`src/rtl/mem_lsu_pkg.sv`:
```
// mem_lsu_pkg
//   Shared constants and helpers for the RiSC16 load/store unit.
//   WORD_LEN     : data word width
//   ADDR_LEN     : address width
//   SB_DEPTH_DEF : default store-buffer depth (power of two, >= 2)
//   addr_adjacent(): true when a buffered store at entry_addr overlaps a
//                    word load at req_addr by exactly one byte cell.
package mem_lsu_pkg;

  localparam int WORD_LEN     = 16;
  localparam int ADDR_LEN     = 16;
  localparam int SB_DEPTH_DEF = 4;

  // A store at A writes cells A and A+1, a load at L reads L and L+1, so the
  // two overlap partially when A is L-1 or L+1 (modulo the address space).
  function automatic logic addr_adjacent(input logic [ADDR_LEN-1:0] entry_addr,
                                         input logic [ADDR_LEN-1:0] req_addr);
    logic [ADDR_LEN-1:0] up;
    logic [ADDR_LEN-1:0] dn;
    up = req_addr + ADDR_LEN'(1);
    dn = req_addr - ADDR_LEN'(1);
    return (entry_addr == up) || (entry_addr == dn);
  endfunction

endpackage

```
`src/rtl/mem_lsu_if.sv`:
```
// mem_lsu_if
//   Bundles the datapath request/response handshake and the mem_data
//   read/write port signals of the load/store unit.
//   modport slave  : the LSU side (mem_lsu)
//   modport master : the datapath/controller plus mem_data side
interface mem_lsu_if;
  import mem_lsu_pkg::*;

  // datapath request / response
  logic                reqValid;
  logic                reqReady;
  logic                reqWe;
  logic [ADDR_LEN-1:0] reqAddr;
  logic [WORD_LEN-1:0] reqData;
  logic                respValid;
  logic [WORD_LEN-1:0] respData;
  // mem_data ports
  logic [ADDR_LEN-1:0] memReadAddr;
  logic [WORD_LEN-1:0] memDataOut;
  logic [ADDR_LEN-1:0] memWrAddr;
  logic [WORD_LEN-1:0] memDataIn;
  logic                memWriteEn;
  logic                memHold;
  // controller status
  logic                sbEmpty;

  modport slave (
    input  reqValid, reqWe, reqAddr, reqData, memDataOut, memHold,
    output reqReady, respValid, respData, memReadAddr, memWrAddr,
           memDataIn, memWriteEn, sbEmpty
  );

  modport master (
    output reqValid, reqWe, reqAddr, reqData, memDataOut, memHold,
    input  reqReady, respValid, respData, memReadAddr, memWrAddr,
           memDataIn, memWriteEn, sbEmpty
  );

endinterface

```
`src/rtl/lsu_store_fifo.sv`:
```
// lsu_store_fifo
//   Circular store buffer for mem_lsu. Holds {addr,data} entries, exposes
//   the head entry for draining and a per-entry valid (and, with
//   LSU_STORE_FWD_EN defined, data/age) view for the load hazard compare.
//   Ports: clk, rst (async, active-high), push/push_addr/push_data (enqueue),
//          pop (dequeue head), full, empty, head_addr, head_data,
//          ent_valid, ent_addr, [ent_data, ent_age when LSU_STORE_FWD_EN].
//   Age 0 is the oldest (head) entry; larger age means younger.
module lsu_store_fifo
  import mem_lsu_pkg::*;
#(
  parameter int DEPTH = SB_DEPTH_DEF
) (
  input  logic                clk,
  input  logic                rst,
  input  logic                push,
  input  logic [ADDR_LEN-1:0] push_addr,
  input  logic [WORD_LEN-1:0] push_data,
  input  logic                pop,
  output logic                full,
  output logic                empty,
  output logic [ADDR_LEN-1:0] head_addr,
  output logic [WORD_LEN-1:0] head_data,
  output logic [DEPTH-1:0]    ent_valid,
  output logic [ADDR_LEN-1:0] ent_addr [DEPTH]
`ifdef LSU_STORE_FWD_EN
  ,
  output logic [WORD_LEN-1:0]        ent_data [DEPTH],
  output logic [$clog2(DEPTH)-1:0]   ent_age  [DEPTH]
`endif
);

  localparam int IDX_W = $clog2(DEPTH);
  localparam int PTR_W = IDX_W + 1;

  logic [PTR_W-1:0]    wr_ptr_q, wr_ptr_d;
  logic [PTR_W-1:0]    rd_ptr_q, rd_ptr_d;
  logic [PTR_W-1:0]    count;
  logic [ADDR_LEN-1:0] addr_mem [DEPTH];
  logic [WORD_LEN-1:0] data_mem [DEPTH];

  always_comb begin
    wr_ptr_d = wr_ptr_q + PTR_W'(push);
    rd_ptr_d = rd_ptr_q + PTR_W'(pop);
  end

  always_ff @(posedge clk or posedge rst) begin
    if (rst) begin
      wr_ptr_q <= '0;
      rd_ptr_q <= '0;
    end else begin
      wr_ptr_q <= wr_ptr_d;
      rd_ptr_q <= rd_ptr_d;
    end
  end

  // Entry storage needs no reset: every read of it is qualified by valid.
  always_ff @(posedge clk) begin
    if (push) begin
      addr_mem[wr_ptr_q[IDX_W-1:0]] <= push_addr;
      data_mem[wr_ptr_q[IDX_W-1:0]] <= push_data;
    end
  end

  assign count     = wr_ptr_q - rd_ptr_q;
  assign empty     = (wr_ptr_q == rd_ptr_q);
  assign full      = (wr_ptr_q[IDX_W] != rd_ptr_q[IDX_W]) &&
                     (wr_ptr_q[IDX_W-1:0] == rd_ptr_q[IDX_W-1:0]);
  assign head_addr = addr_mem[rd_ptr_q[IDX_W-1:0]];
  assign head_data = data_mem[rd_ptr_q[IDX_W-1:0]];

  // Slot age is its distance from the head; it is live if that distance is
  // below the current occupancy.
  for (genvar gi = 0; gi < DEPTH; gi++) begin : g_ent
    logic [IDX_W-1:0] age;
    assign age           = IDX_W'(gi) - rd_ptr_q[IDX_W-1:0];
    assign ent_valid[gi] = (PTR_W'(age) < count);
    assign ent_addr[gi]  = addr_mem[gi];
`ifdef LSU_STORE_FWD_EN
    assign ent_data[gi]  = data_mem[gi];
    assign ent_age[gi]   = age;
`endif
  end

endmodule

```
`src/rtl/mem_lsu.sv`:
```
// mem_lsu
//   Load/store unit between the RiSC16 datapath and mem_data. Loads read
//   mem_data combinationally and respond one cycle after acceptance; stores
//   are queued in lsu_store_fifo and drained whenever memHold is low.
//   Ports: clk, rst (async, active-high), bus (mem_lsu_if.slave: request,
//          response, mem_data read/write ports, memHold, sbEmpty).
//   Config: define LSU_STORE_FWD_EN to forward the youngest exactly matching
//           buffered store to a load instead of stalling it. Partial
//           overlaps always stall.
module mem_lsu
  import mem_lsu_pkg::*;
#(
  parameter int SB_DEPTH = SB_DEPTH_DEF
) (
  input logic      clk,
  input logic      rst,
  mem_lsu_if.slave bus
);

  logic                sb_push, sb_pop, sb_full, sb_empty;
  logic [ADDR_LEN-1:0] head_addr;
  logic [WORD_LEN-1:0] head_data;
  logic [SB_DEPTH-1:0] ent_valid;
  logic [ADDR_LEN-1:0] ent_addr [SB_DEPTH];
`ifdef LSU_STORE_FWD_EN
  logic [WORD_LEN-1:0]          ent_data [SB_DEPTH];
  logic [$clog2(SB_DEPTH)-1:0]  ent_age  [SB_DEPTH];
  logic [$clog2(SB_DEPTH)-1:0]  fwd_age;
  logic                         fwd_found;
  logic [WORD_LEN-1:0]          fwd_data;
`endif

  logic                exact_hit, partial_hit, load_stall, load_fire;
  logic [WORD_LEN-1:0] load_data;
  logic                resp_valid_q, resp_valid_d;
  logic [WORD_LEN-1:0] resp_data_q, resp_data_d;

  lsu_store_fifo #(.DEPTH(SB_DEPTH)) u_fifo (
    .clk       (clk),
    .rst       (rst),
    .push      (sb_push),
    .push_addr (bus.reqAddr),
    .push_data (bus.reqData),
    .pop       (sb_pop),
    .full      (sb_full),
    .empty     (sb_empty),
    .head_addr (head_addr),
    .head_data (head_data),
    .ent_valid (ent_valid),
    .ent_addr  (ent_addr)
`ifdef LSU_STORE_FWD_EN
    ,
    .ent_data  (ent_data),
    .ent_age   (ent_age)
`endif
  );

  // Hazard compare covers every live entry, including the head that may be
  // draining this very cycle: its write lands only at the coming edge.
  always_comb begin
    exact_hit   = 1'b0;
    partial_hit = 1'b0;
`ifdef LSU_STORE_FWD_EN
    fwd_found   = 1'b0;
    fwd_age     = '0;
    fwd_data    = '0;
`endif
    for (int i = 0; i < SB_DEPTH; i++) begin
      if (ent_valid[i]) begin
        if (ent_addr[i] == bus.reqAddr) begin
          exact_hit = 1'b1;
`ifdef LSU_STORE_FWD_EN
          if (!fwd_found || (ent_age[i] > fwd_age)) begin
            fwd_found = 1'b1;
            fwd_age   = ent_age[i];
            fwd_data  = ent_data[i];
          end
`endif
        end
        if (addr_adjacent(ent_addr[i], bus.reqAddr)) partial_hit = 1'b1;
      end
    end
`ifdef LSU_STORE_FWD_EN
    load_stall = partial_hit;
    load_data  = exact_hit ? fwd_data : bus.memDataOut;
`else
    load_stall = partial_hit || exact_hit;
    load_data  = bus.memDataOut;
`endif
  end

  always_comb begin
    // A full buffer refuses stores even if the head drains this cycle.
    sb_push      = bus.reqValid && bus.reqWe && !sb_full;
    sb_pop       = !sb_empty && !bus.memHold;
    load_fire    = bus.reqValid && !bus.reqWe && !load_stall;
    resp_valid_d = load_fire;
    resp_data_d  = load_fire ? load_data : resp_data_q;
  end

  always_ff @(posedge clk or posedge rst) begin
    if (rst) begin
      resp_valid_q <= 1'b0;
      resp_data_q  <= '0;
    end else begin
      resp_valid_q <= resp_valid_d;
      resp_data_q  <= resp_data_d;
    end
  end

  assign bus.reqReady    = bus.reqWe ? !sb_full : !load_stall;
  assign bus.respValid   = resp_valid_q;
  assign bus.respData    = resp_data_q;
  assign bus.memReadAddr = bus.reqAddr;
  assign bus.memWriteEn  = sb_pop;
  // Head contents are stale when empty; present zeros instead.
  assign bus.memWrAddr   = sb_empty ? '0 : head_addr;
  assign bus.memDataIn   = sb_empty ? '0 : head_data;
  assign bus.sbEmpty     = sb_empty;

endmodule

```
`src/flat_wrapper.sv`:
```
// flat-port wrapper written by rule: the top's interface ports become plain ports
module mem_lsu_flat import mem_lsu_pkg::*;
#(
  parameter int SB_DEPTH = SB_DEPTH_DEF
)
  (clk, rst, bus_reqValid, bus_reqWe, bus_reqAddr, bus_reqData, bus_memDataOut, bus_memHold, bus_reqReady, bus_respValid, bus_respData, bus_memReadAddr, bus_memWrAddr, bus_memDataIn, bus_memWriteEn, bus_sbEmpty);
  mem_lsu_if bus_i ();
  input logic clk;
  input logic rst;
  input wire logic [$bits(bus_i.reqValid)-1:0] bus_reqValid;
  input wire logic [$bits(bus_i.reqWe)-1:0] bus_reqWe;
  input wire logic [$bits(bus_i.reqAddr)-1:0] bus_reqAddr;
  input wire logic [$bits(bus_i.reqData)-1:0] bus_reqData;
  input wire logic [$bits(bus_i.memDataOut)-1:0] bus_memDataOut;
  input wire logic [$bits(bus_i.memHold)-1:0] bus_memHold;
  output wire logic [$bits(bus_i.reqReady)-1:0] bus_reqReady;
  output wire logic [$bits(bus_i.respValid)-1:0] bus_respValid;
  output wire logic [$bits(bus_i.respData)-1:0] bus_respData;
  output wire logic [$bits(bus_i.memReadAddr)-1:0] bus_memReadAddr;
  output wire logic [$bits(bus_i.memWrAddr)-1:0] bus_memWrAddr;
  output wire logic [$bits(bus_i.memDataIn)-1:0] bus_memDataIn;
  output wire logic [$bits(bus_i.memWriteEn)-1:0] bus_memWriteEn;
  output wire logic [$bits(bus_i.sbEmpty)-1:0] bus_sbEmpty;
  assign bus_i.reqValid = bus_reqValid;
  assign bus_i.reqWe = bus_reqWe;
  assign bus_i.reqAddr = bus_reqAddr;
  assign bus_i.reqData = bus_reqData;
  assign bus_i.memDataOut = bus_memDataOut;
  assign bus_i.memHold = bus_memHold;
  assign bus_reqReady = bus_i.reqReady;
  assign bus_respValid = bus_i.respValid;
  assign bus_respData = bus_i.respData;
  assign bus_memReadAddr = bus_i.memReadAddr;
  assign bus_memWrAddr = bus_i.memWrAddr;
  assign bus_memDataIn = bus_i.memDataIn;
  assign bus_memWriteEn = bus_i.memWriteEn;
  assign bus_sbEmpty = bus_i.sbEmpty;
  mem_lsu #(.SB_DEPTH(SB_DEPTH)) u_core (.clk(clk), .rst(rst), .bus(bus_i));
endmodule
```
`config.mk`:
```
export PLATFORM = sky130hd
export DESIGN_NAME = mem_lsu_flat
export DESIGN_NICKNAME = d
export VERILOG_FILES = /design/src/rtl/mem_lsu_pkg.sv /design/src/rtl/mem_lsu_if.sv /design/src/rtl/lsu_store_fifo.sv /design/src/rtl/mem_lsu.sv /design/src/flat_wrapper.sv
export SDC_FILE = /design/constraint.sdc
export NUM_CORES = 1
export LEC_CHECK = 0
export ABC_AREA = 1
export CAP_MARGIN = 30
export CORE_MARGIN = 5
export CORE_UTILIZATION = 60
export CTS_CLUSTER_DIAMETER = 100
export CTS_CLUSTER_SIZE = 10
export DETAILED_ROUTE_END_ITERATION = 12
export HOLD_SLACK_MARGIN = 0.08
export PLACE_DENSITY = 0.85
export SYNTH_ARGS = -nofsm -noshare
export SYNTH_HDL_FRONTEND = slang
export SYNTH_SLANG_ARGS = --single-unit
```
`constraint.sdc`:
```
create_clock -name clk -period 10.1 [get_ports clk]
set_input_delay 2.02 -clock clk [delete_from_list [all_inputs] [get_ports clk]]
set_output_delay 2.02 -clock clk [all_outputs]
set_load 0.1 [all_outputs]
```
==> results of run 1 <==
-- routing by layer --
| metal | up-vias | wire, µm | global-route usage [%] |
|---|---|---|---|
| li1 | 4070 | - | - |
| met1 | 4180 | 12630 | 46.47 |
| met2 | 610 | 15320 | 55.69 |
| met3 | 90 | 3314 | 6.647 |
| met4 | 0 | 1238 | 15.02 |
| met5 | - | 0 | 0 |
-- where the power goes --
part / switching [mW] / internal, mW / total (mW)
sequential: 0.0542 / 0.768 / 0.822
clock: 0.293 / 0.375 / 0.668
combinational: 1.77 / 0.525 / 2.30
-- per-stage QoR --
step	hold WS [ps]	power (mW)	setup WS (ps)	instance area [µm²]
after global routing	507.6	3.911	1515	11640
after global placement	453.3	3.014	1911	10950
after CTS	475.0	3.770	1804	11640
final	473.5	3.785	1757	11640
after floorplan	457.9	2.455	3577	9739
after detailed placement	458.4	3.097	1810	11010
-- path summary, 6_finish.rpt --
check	start	end	slack [ps]
worst min register to register	u_core.bus.respData[5]$_DFFE_PP0P_	u_core.bus.respData[5]$_DFFE_PP0P_	470
worst max-delay path	bus_reqAddr[2]	bus_reqReady	1760
max in group asynchronous	rst	u_core.bus.respData[6]$_DFFE_PP0P_	7460
worst min-delay path	u_core.bus.respData[5]$_DFFE_PP0P_	u_core.bus.respData[5]$_DFFE_PP0P_	470
worst max register to register	u_core.u_fifo.rd_ptr_q[0]$_DFF_PP0_	u_core.bus.respData[3]$_DFFE_PP0P_	5990
min in group asynchronous	rst	u_core.bus.respData[11]$_DFFE_PP0P_	2100
-- worst register-to-register path, delay by kind of cell, from the launching register on --
kind | cells | cell delay [ps]
and+or+nand+nor | 11 | 2110
DFF | 1 | 450
AOI/OAI and AO/OA | 1 | 200
buffers and inverters | 3 | 980
adders and majority gates | 1 | 260
-- cells in the mapped netlist (2+ instances only) --
library cell | number | area (µm²)
buf_6 | 6 | 67.56
nor2_2 | 10 | 62.56
nor2_4 | 9 | 101.4
nand2_2 | 12 | 75.07
a22oi_1 | 20 | 150.1
dfrtp_1 | 23 | 575.6
o21ai_0 | 18 | 90.09
nand2_1 | 339 | 1272
ha_1 | 13 | 162.7
o22ai_1 | 2 | 12.51
nor2_1 | 123 | 461.7
xor2_1 | 57 | 499.2
clkbuf_1 | 22 | 82.58
nand3_4 | 3 | 52.55
nor2_8 | 4 | 80.08
buf_4 | 22 | 165.2
nand3b_1 | 7 | 52.55
or2_2 | 4 | 25.02
o21ai_1 | 5 | 25.02
inv_2 | 2 | 7.510
nand4_1 | 38 | 237.7
nand2_4 | 3 | 33.78
edfxtp_1 | 128 | 3844
nor3_1 | 7 | 35.03
inv_1 | 96 | 360.4
xnor2_1 | 29 | 254.0
a221oi_1 | 12 | 105.1
a31oi_1 | 20 | 125.1
buf_2 | 9 | 45.04
nor4_1 | 5 | 31.28
a21oi_1 | 6 | 30.03
nand3_1 | 102 | 510.5
nand3_2 | 2 | 20.02
-- logic make-up after synthesis --
family,Yosys count
AND/OR/NAND/NOR,672
buffers and inverters,159
XOR/XNOR,86
flip-flops,151
AO/OA/AOI/OAI,86
adder cells (fa/ha/maj),14
-- state kept, by name, indices dropped and copies added, names as in the netlist --
| signal | flops |
|---|---|
| u_core.u_fifo.wr_ptr_q | 3 |
| u_core.bus.respValid | 1 |
| u_core.u_fifo.data_mem | 64 |
| u_core.bus.respData | 16 |
| u_core.u_fifo.rd_ptr_q | 3 |
| u_core.u_fifo.addr_mem | 64 |
-- final cells by class --
cell class | instances | area share (%)
Clock buffer | 21 | 4.365
Clock inverter | 11 | 1.021
Inverter | 100 | 3.247
Multi-Input combinational cell | 858 | 39.60
Sequential cell | 151 | 37.97
Tap cell | 216 | 2.322
Timing Repair Buffer | 132 | 11.47
==> impl_summary.txt, run 1 <==
----------------------------------------------------
[Outcome]
  Outcome ... finished clean

[Critical path]
  Worst path depth ... 16
  Slowest cell on crit path ... clkdlybuf4s50_1
  Kind of end point of the critical path ... primary output
  Longest individual stage delay on the worst path ... roughly 1100 ps
  Top cell by count, worst path ... nand2_1
  Series of cell instances along the critical path ... clkdlybuf4s50_1 -> nand2_1 -> nor2_4 -> nand3_1 -> nand2_1 -> nand3_1 -> nand3_1 -> nor2_1 -> nand3_1 -> nand2_1 -> nand2_1 -> nand2_2 -> nor2_8 -> nand2_1 -> nand2_1 -> clkdlybuf4s50_1
  Kind of cell with the highest combined delay on the critical path ... buffers and inverters
  Arr. time, crit path ... 6320 ps
  Worst Path Class, Setup ... primary input to primary output
  Peak fanout along the critical path ... 18
  Endpoint required time on the critical path ... approximately 8100 ps
  Critical Path Source Type ... primary input
  Buf/Inv on CP ... 2
  Depth of the worst register-to-register path ... 16

[Floorplanning]
  Die span in y ... about 140 µm
  Overall die area ... 0.01888 mm²
  Core area ... 0.01589 mm²
  Number of I/O pins ... 121
  Die boundary width ... around 140 µm
  Initial core utilization ... between 60% and 70%
  Std cell rows ... 46

[Pwr]
  Static Leak ... 4.891 nW
  Total power density per cell area ... 325.2 mW/mm²
  Peak supply drop ... approximately 0.00033 V

[Cells and area]
  Layout cell share with drive strength beyond 1 ... under 10%
  Most frequent cells in the layout ... nand2_1 (339), edfxtp_1 (128), nor2_1 (120), clkdlybuf4s50_1 (120), nand3_1 (102)
  Commonest non-fill, non-tap cell in the layout ... nand2_1
  Synth-to-Final Area Change ... 19.50%
  Final design utilization ... 73.27%
  Number of antenna diodes ... 0
  Finished Layout Cells ... around 1500
  Multi-input logic area ... approximately 0.0046 mm²
  Storage element area ... 0.004419 mm²
  Number of fill cells ... approximately 1200
  Final-stage net count ... roughly 1300

[Logic synthesis]
  Compound-cell area share of the yosys netlist ... between 5 and 6%
  Post-synthesis share of cell area spent on and, or, nand and nor gates ... between 30% and 40%
  Cells after Synth ... 1168
  Post-synthesis sequential area ratio ... 45.38%
  Asr flop ratio synth ... 15.23%
  Synthesized-area fraction occupied by adder cells ... 1.876%
  Synth Cell Area ... 0.009739 mm²
  Mapped Nets ... about 1200
  Number of flops mapped to enable cells by yosys ... 128
  Total number of yosys warnings ... 0
  Xor and xnor area share after synthesis ... approximately 7.7%
  Most instantiated flip-flop cell in the synthesis netlist ... edfxtp_1
  Syn Area/Cell ... between 8 and 9 µm²
  Number of distinct library cell variants in the gate-level netlist after synthesis ... between 40 and 50
  Multiplexer fraction of the synthesized cell area ... 0%
  Main combinational cell family by area after synthesis ... simple AND/OR/NAND/NOR gates
  Number of synthesized register bits ... about 150

[Clock network]
  Clock Latency Late Sink ... 430 ps
  Number of buffers created by CTS ... 17
  Hold buffer count at CTS ... 0
  Clock tree root driver cell ... clkbuf_16
  Level count of the clock H-tree ... 4
  Number of sinks driven by the clock tree ... about 150
  Setup bufs post-CTS ... 0
  Clock input transition at the sequential cells of the worst setup and hold paths ... around 70 ps
  Max clock buf depth ... 2
  Number of cells upsized or downsized after cts ... 0
  Clock tree from TritonCTS ... done

[Timing]
  Total negative slack for setup checks ... 0 ps
  RSZ-0062 raised after global routing ... no
  Number of setup violations in the final report ... 0
  Clock skew ... roughly 10 ps
  Final Cycle Share ... ~83%
  Maximum frequency from static timing analysis ... between 100 and 150 MHz
  Transition time at the pin with the least slew margin ... 1008 ps
  Final number of max-transition violations ... 0
  Final count of hold timing violations ... 0
  Slew headroom ... 32.59%
  Tmin final ... roughly 8300 ps

[Placement]
  Placed instance count ... between 1000 and 1500
  Routability congestion estimate from global placement ... 1.019
  Count of buffers inserted at the top-level ports ... between 100 and 150
  Detailed Place HPWL ... about 23 mm

[Global routing]
  Number of antenna violations at the first check in global routing ... 0
  Aggregate global routing overflow ... 0
  Vias in the first global route ... approximately 8600
  Pin count of the biggest net entering global routing ... 36
  Wire length of the first global-routing pass ... 48.66 mm
  Global-route total usage across every layer ... about a third

[Route]
  Total Wirelength ... 32.50 mm
  Final routed wire length divided by cell count ... between 20 and 25 µm
  Number of vias per cell after detailed routing ... 6.011
  Antenna-violating nets left ... 0
  Number of iterations in the first detailed-routing pass ... 7
  Via count ... 8950
  Remaining design rule violation count ... 0
  Number of design-rule violations left by the first detailed-router iteration ... roughly 1100

[Min path]
  Number of cells traversed by the worst hold path ... 2
  Hold WC Path Type ... flop to flop

[Flow run]
  Count of max-cap constraint violations ... 0

----------------------------------------------------
Note: power is estimated with default switching activity, not from simulation.
==> inputs of run 2 (changes only) <==
--- a/config.mk
+++ b/config.mk
@@ -8,12 +8,12 @@
 export ABC_AREA = 1
 export CAP_MARGIN = 30
 export CORE_MARGIN = 5
-export CORE_UTILIZATION = 60
+export CORE_UTILIZATION = 57
 export CTS_CLUSTER_DIAMETER = 100
 export CTS_CLUSTER_SIZE = 10
 export DETAILED_ROUTE_END_ITERATION = 12
 export HOLD_SLACK_MARGIN = 0.08
-export PLACE_DENSITY = 0.85
+export PLACE_DENSITY = 0.82
 export SYNTH_ARGS = -nofsm -noshare
 export SYNTH_HDL_FRONTEND = slang
 export SYNTH_SLANG_ARGS = --single-unit
==> constraint.sdc (replaced) <==
create_clock -name clk -period 8.5 [get_ports clk]
set_input_delay 1.7 -clock clk [delete_from_list [all_inputs] [get_ports clk]]
set_output_delay 1.7 -clock clk [all_outputs]
set_load 0.1 [all_outputs]
==> impl_summary.txt, run 2 (synthesis gave the netlist of run 1 again) <==
----------------------------------------------------
[Placement]
  Post-placement worst setup slack ... 1724 ps
  Routability congestion estimate from global placement ... 1.068
  Count of buffers inserted at the top-level ports ... 120
  Detailed Place HPWL ... around 23 mm

[Outcome]
  Outcome ... finished clean

[Floorplanning]
  Std cell rows ... 47
  Initial core utilization ... approximately three fifths
  Die boundary width ... approximately 140 µm
  Core area ... about 0.017 mm²
  Overall die area ... slightly below 0.02 mm²
  Number of I/O pins ... approximately 120
  Die span in y ... 140.7 µm

[Cells and area]
  Synth-to-Final Area Change ... 18.50%
  Layout cell share with drive strength beyond 1 ... under 10%
  Storage element area ... between 0.004 and 0.005 mm²
  Number of fill cells ... 1351
  Number of antenna diodes ... 0
  Multi-input logic area ... 0.004609 mm²
  Most frequent cells in the layout ... nand2_1 (339), edfxtp_1 (128), nor2_1 (120)
  Commonest non-fill, non-tap cell in the layout ... nand2_1
  Final-stage net count ... ~1300

[Critical path]
  Kind of cell with the highest combined delay on the critical path ... simple AND/OR/NAND/NOR gates
  Arr. time, crit path ... around 5200 ps
  Longest individual stage delay on the worst path ... approximately 890 ps
  Top cell by count, worst path ... nand2_1
  Worst-case register-to-register setup slack ... approximately 4300 ps
  Worst Path Class, Setup ... primary input to primary output
  Reg-to-reg critical path startpoint ... u_core.u_fifo.rd_ptr_q[0]$_DFF_PP0_
  Critical Path Source Type ... primary input
  Buf/Inv on CP ... 3
  Slowest cell on crit path ... clkdlybuf4s50_1
  Launching element of the worst setup path ... bus_reqAddr[1]
  Series of cell instances along the critical path ... clkdlybuf4s50_1 -> ha_1 -> nand2_1 -> nor2_4 -> nand2_2 -> nand2_1 -> nand3_1 -> nand2_1 -> inv_1 -> nand2_1 -> nor2_1 -> nand3_1 -> nand2_1 -> nand2_1 -> nand2_2 -> nor2_8 -> nand2_1 -> nand2_1 -> buf_4
  Endpoint required time on the critical path ... approximately 7000 ps
  Kind of end point of the critical path ... primary output
  Peak fanout along the critical path ... 18

[Global routing]
  Vias in the first global route ... roughly 8500
  Aggregate global routing overflow ... 0
  Wire length of the first global-routing pass ... ~49 mm
  Number of antenna violations at the first check in global routing ... 0
  Global-route total usage across every layer ... between 30% and 40%
  Pin count of the biggest net entering global routing ... 36

[Timing]
  Worst setup margin ... ~1600 ps
  Number of setup violations in the final report ... 0
  Clock skew ... ~8.6 ps
  Final Cycle Share ... 80.78%
  Total negative slack for setup checks ... 0 ps
  Transition time at the pin with the least slew margin ... between 1000 and 1500 ps
  Maximum frequency from static timing analysis ... between 100 and 150 MHz
  Final count of hold timing violations ... 0
  Slew headroom ... roughly a third
  Final number of max-transition violations ... 0
  RSZ-0062 raised after global routing ... no
  Tmin final ... between 6000 and 7000 ps

[Clock network]
  Setup bufs post-CTS ... 0
  Max clock buf depth ... 2
  Clock input transition at the sequential cells of the worst setup and hold paths ... roughly 60 ps
  Clock tree root driver cell ... clkbuf_16
  Clock Latency Late Sink ... between 400 and 500 ps
  Number of cells upsized or downsized after cts ... 0
  Clock tree from TritonCTS ... done
  Level count of the clock H-tree ... 4
  Hold buffer count at CTS ... 0
  Number of buffers created by CTS ... 17
  Number of sinks driven by the clock tree ... 151

[Route]
  Final routed wire length divided by cell count ... 21.34 µm
  Total Wirelength ... ~32 mm
  Via count ... 8801
  Number of iterations in the first detailed-routing pass ... 5
  Number of design-rule violations left by the first detailed-router iteration ... 1288
  Number of vias per cell after detailed routing ... 5.895
  Remaining design rule violation count ... 0
  Antenna-violating nets left ... 0

[Min path]
  Hold WC Path Type ... flop to flop
  Beginning of the worst hold path ... u_core.bus.respData[7]$_DFFE_PP0P_

[Flow run]
  Count of max-cap constraint violations ... 0

[Pwr]
  Total power density per cell area ... 377.1 mW/mm²
  Peak supply drop ... roughly 0.00053 V
  Static Leak ... about 4.8 nW

----------------------------------------------------
## run 2: cell types whose count changed in the layout (fill, tap and decap cells not counted), moves of 2 or more
cell,before,now
clkbuf_16,20,17
buf_4,9,11
clkbuf_1,0,2
clkinv_2,0,2
clkinv_8,2,0
clkinvlp_4,0,2
## run 2: stage by stage
step / area, µm² / std cells / utilization, % / hold WS [ps] / total power [mW]
after floorplan: 9739 / 1168 / - / 457.9 / 2.917
after global placement: 10960 / 1459 / 65.60 / 453.2 / 3.582
after detailed placement: 10990 / 1461 / 65.83 / 457.7 / 3.606
after CTS: 11540 / 1493 / 69.10 / 473.5 / 4.345
after global routing: 11540 / 1493 / 69.10 / 498.1 / 4.513
final: 11540 / 1493 / 69.10 / 470.2 / 4.353
## run 2: area by class of cell
class	count	share of cell area, %
inverters	100	3.274
flip-flops and latches	151	38.29
clock inverters	13	0.9866
clock buffers	19	3.751
well taps	220	2.385
repair buffers	132	11.37
multi-input cells	858	39.94
## run 2: worst reg2reg max path: stages, from the launching register on
cell      delay [ps]
dfrtp_1          440
nand2_1          490
inv_1            920
or2_2            270
inv_1             50
ha_1             270
inv_1             40
nor2_1            90
o21ai_0          180
nand4_1          160
nand3b_1         120
nor2_1           140
nand2_2          110
nor2_8           280
nand3_4          270
nand2_1          160
nand2_1           70
## run 2: metal layers
layer	global-route usage, %	routed length [µm]
met1	42.85	12740
met2	52.47	14960
met3	6.705	3047
met4	11.58	1103
met5	0	0
## run 2: power by group
group | switching (mW) | total, mW | leakage [nW] | internal, mW
clock | 0.344 | 0.728 | 0.266 | 0.384
combinational | 2.07 | 2.65 | 3.13 | 0.579
sequential | 0.0610 | 0.973 | 1.44 | 0.912
total | 2.48 | 4.35 | 4.84 | 1.88
## run 2: worst paths after layout
path / to / cells past startpoint
min reg2reg: u_core.bus.respData[7]$_DFFE_PP0P_ / 2
min in group asynchronous: u_core.bus.respData[4]$_DFFE_PP0P_ / 2
max reg2reg: u_core.bus.respData[15]$_DFFE_PP0P_ / 16
max in group asynchronous: u_core.bus.respData[10]$_DFFE_PP0P_ / 2
min: u_core.bus.respData[7]$_DFFE_PP0P_ / 2
max: bus_reqReady / 19
==> inputs of run 3 (changes only) <==
--- a/config.mk
+++ b/config.mk
@@ -8,12 +8,12 @@
 export ABC_AREA = 1
 export CAP_MARGIN = 30
 export CORE_MARGIN = 5
-export CORE_UTILIZATION = 57
+export CORE_UTILIZATION = 51
 export CTS_CLUSTER_DIAMETER = 100
 export CTS_CLUSTER_SIZE = 10
 export DETAILED_ROUTE_END_ITERATION = 12
 export HOLD_SLACK_MARGIN = 0.08
-export PLACE_DENSITY = 0.82
+export PLACE_DENSITY = 0.77
 export SYNTH_ARGS = -nofsm -noshare
 export SYNTH_HDL_FRONTEND = slang
 export SYNTH_SLANG_ARGS = --single-unit
==> constraint.sdc (replaced) <==
create_clock -name clk -period 5.68 [get_ports clk]
set_input_delay 1.136 -clock clk [delete_from_list [all_inputs] [get_ports clk]]
set_output_delay 1.136 -clock clk [all_outputs]
set_load 0.1 [all_outputs]
==> impl_summary.txt, run 3 (synthesis gave the netlist of run 1 again) <==
----------------------------------------------------
[Outcome]
  Outcome ... finished clean

[Placement]
  Detailed Place HPWL ... between 20 and 30 mm
  Placed standard-cell area ... ~0.011 mm²
  Routability congestion estimate from global placement ... about 1.1
  Count of buffers inserted at the top-level ports ... 120

[Timing]
  Final count of hold timing violations ... 0
  Final number of max-transition violations ... 0
  Final Cycle Share ... 96.79%
  RSZ-0062 raised after global routing ... no
  Slew headroom ... around 33%
  Clock skew ... about 19 ps
  Hold_ws ... about 470 ps
  Transition time at the pin with the least slew margin ... 996.7 ps
  Total negative slack for setup checks ... 0 ps
  Number of setup violations in the final report ... 0
  Maximum frequency from static timing analysis ... between 150 and 200 MHz
  Tmin final ... about 5500 ps

[Cells and area]
  Final non-filler cell area ... between 0.01 and 0.015 mm²
  Number of antenna diodes ... 0
  Most frequent cells in the layout ... nand2_1 (339), edfxtp_1 (128), nor2_1 (120)
  Layout cell share with drive strength beyond 1 ... between 10 and 15%
  Final-stage net count ... 1362
  Synth-to-Final Area Change ... 20.84%
  Number of fill cells ... roughly 1600
  Commonest non-fill, non-tap cell in the layout ... nand2_1

[Clock network]
  Level count of the clock H-tree ... 4
  Hold buffer count at CTS ... 0
  Number of buffers created by CTS ... 17
  Max clock buf depth ... 2
  Clock tree root driver cell ... clkbuf_16
  Number of sinks driven by the clock tree ... 151
  Clock Latency Late Sink ... 440 ps
  Clock tree from TritonCTS ... done
  Clock input transition at the sequential cells of the worst setup and hold paths ... roughly 70 ps
  Setup bufs post-CTS ... 0
  Number of cells upsized or downsized after cts ... 0

[Route]
  Total Wirelength ... 34.08 mm
  Final routed wire length divided by cell count ... 22.10 µm
  Remaining design rule violation count ... 0
  Antenna-violating nets left ... 0
  Number of vias per cell after detailed routing ... between 5 and 6
  Number of design-rule violations left by the first detailed-router iteration ... ~1000
  Via count ... about 8900
  Number of iterations in the first detailed-routing pass ... 6

[Floorplanning]
  Core area ... between 0.015 and 0.02 mm²
  Overall die area ... around 0.022 mm²
  Number of I/O pins ... 121
  Die span in y ... approximately 150 µm
  Die boundary width ... roughly 150 µm
  Std cell rows ... 50
  Initial core utilization ... 51.89%

[Critical path]
  Arr. time, crit path ... around 4400 ps
  Buf/Inv on CP ... 3
  Longest individual stage delay on the worst path ... around 760 ps
  Slowest cell on crit path ... clkdlybuf4s50_1
  Kind of end point of the critical path ... primary output
  Worst Path Class, Setup ... primary input to primary output
  Endpoint required time on the critical path ... between 4000 and 5000 ps
  Top cell by count, worst path ... nand2_1
  Kind of cell with the highest combined delay on the critical path ... simple AND/OR/NAND/NOR gates
  Series of cell instances along the critical path ... clkdlybuf4s50_1 -> buf_4 -> xnor2_1 -> nand2b_1 -> nand2_1 -> nor2_1 -> nand3_1 -> nor2_1 -> nand3_1 -> nand2_1 -> nand2_1 -> nand2_2 -> nor2_8 -> nand2_1 -> nand2_1 -> buf_12
  Peak fanout along the critical path ... 12
  Critical Path Source Type ... primary input

[Global routing]
  Global-route total usage across every layer ... between 30% and 40%
  Number of antenna violations at the first check in global routing ... 0
  Vias in the first global route ... 8554
  Aggregate global routing overflow ... 0
  Wire length of the first global-routing pass ... about 51 mm
  Pin count of the biggest net entering global routing ... 33

[Flow run]
  Count of max-cap constraint violations ... 0

[Pwr]
  Static Leak ... around 5.1 nW
  Total power density per cell area ... between 500 and 600 mW/mm²
  Peak supply drop ... between 0.0007 and 0.0008 V

[Min path]
  Hold WC Path Type ... flop to flop

----------------------------------------------------
## run 3: final timing paths
| check | endpoint | cells after the start | slack, ps | startpoint |
|---|---|---|---|---|
| hold / removal | u_core.bus.respData[5]$_DFFE_PP0P_ | 2 | 470 | u_core.bus.respData[5]$_DFFE_PP0P_ |
| min in group asynchronous | u_core.bus.respData[15]$_DFFE_PP0P_ | 2 | 1180 | rst |
| setup reg to reg | u_core.bus.respData[0]$_DFFE_PP0P_ | 16 | 2240 | u_core.u_fifo.rd_ptr_q[1]$_DFF_PP0_ |
| setup / recovery | bus_reqReady | 16 | 180 | bus_reqAddr[5] |
| max in group asynchronous | u_core.u_fifo.rd_ptr_q[0]$_DFF_PP0_ | 2 | 3960 | rst |
| hold reg to reg | u_core.bus.respData[5]$_DFFE_PP0P_ | 2 | 470 | u_core.bus.respData[5]$_DFFE_PP0P_ |
## run 3: stage by stage
step / instances / power, mW / setup slack [ps] / utilization, %
floorplan: 1168 / 4.365 / 924.6 / -
global placement: 1506 / 5.351 / 148.8 / 59.35
detailed placement: 1507 / 5.375 / 203.4 / 59.39
CTS: 1539 / 6.543 / 198.8 / 62.59
global route: 1542 / 6.803 / 5.310 / 62.71
finish: 1542 / 6.553 / 182.1 / 62.71
## run 3: cell type report
cell class              count  area, µm²  area share (%)
repair buffers            167       1469           12.48
multi-input cells         858       4609           39.17
flip-flops and latches    151       4419           37.55
well taps                 234      292.8           2.488
clock buffers              18      450.4           3.827
inverters                 100      377.9           3.211
clock inverters            14      150.1           1.276
## run 3: routing by layer
metal / wire length [µm] / global-route usage [%] / vias up
li1: - / - / 4138
met1: 14430 / 43.65 / 4201
met2: 15570 / 48.66 / 506
met3: 3015 / 5.210 / 65
met4: 1058 / 10.07 / 0
met5: 0 / 0 / -
## run 3: where the power goes
part / internal, mW / switching [mW] / total, mW
Combinational: 0.809 / 3.11 / 3.91
Clock: 0.616 / 0.555 / 1.17
Sequential: 1.36 / 0.104 / 1.47
## run 3: tightest hold or removal path, delay by kind of cell, from the launching register on
| family | cells | cell delay [ps] |
|---|---|---|
| AND/OR/NAND/NOR | 2 | 100 |
| flip-flops | 1 | 340 |
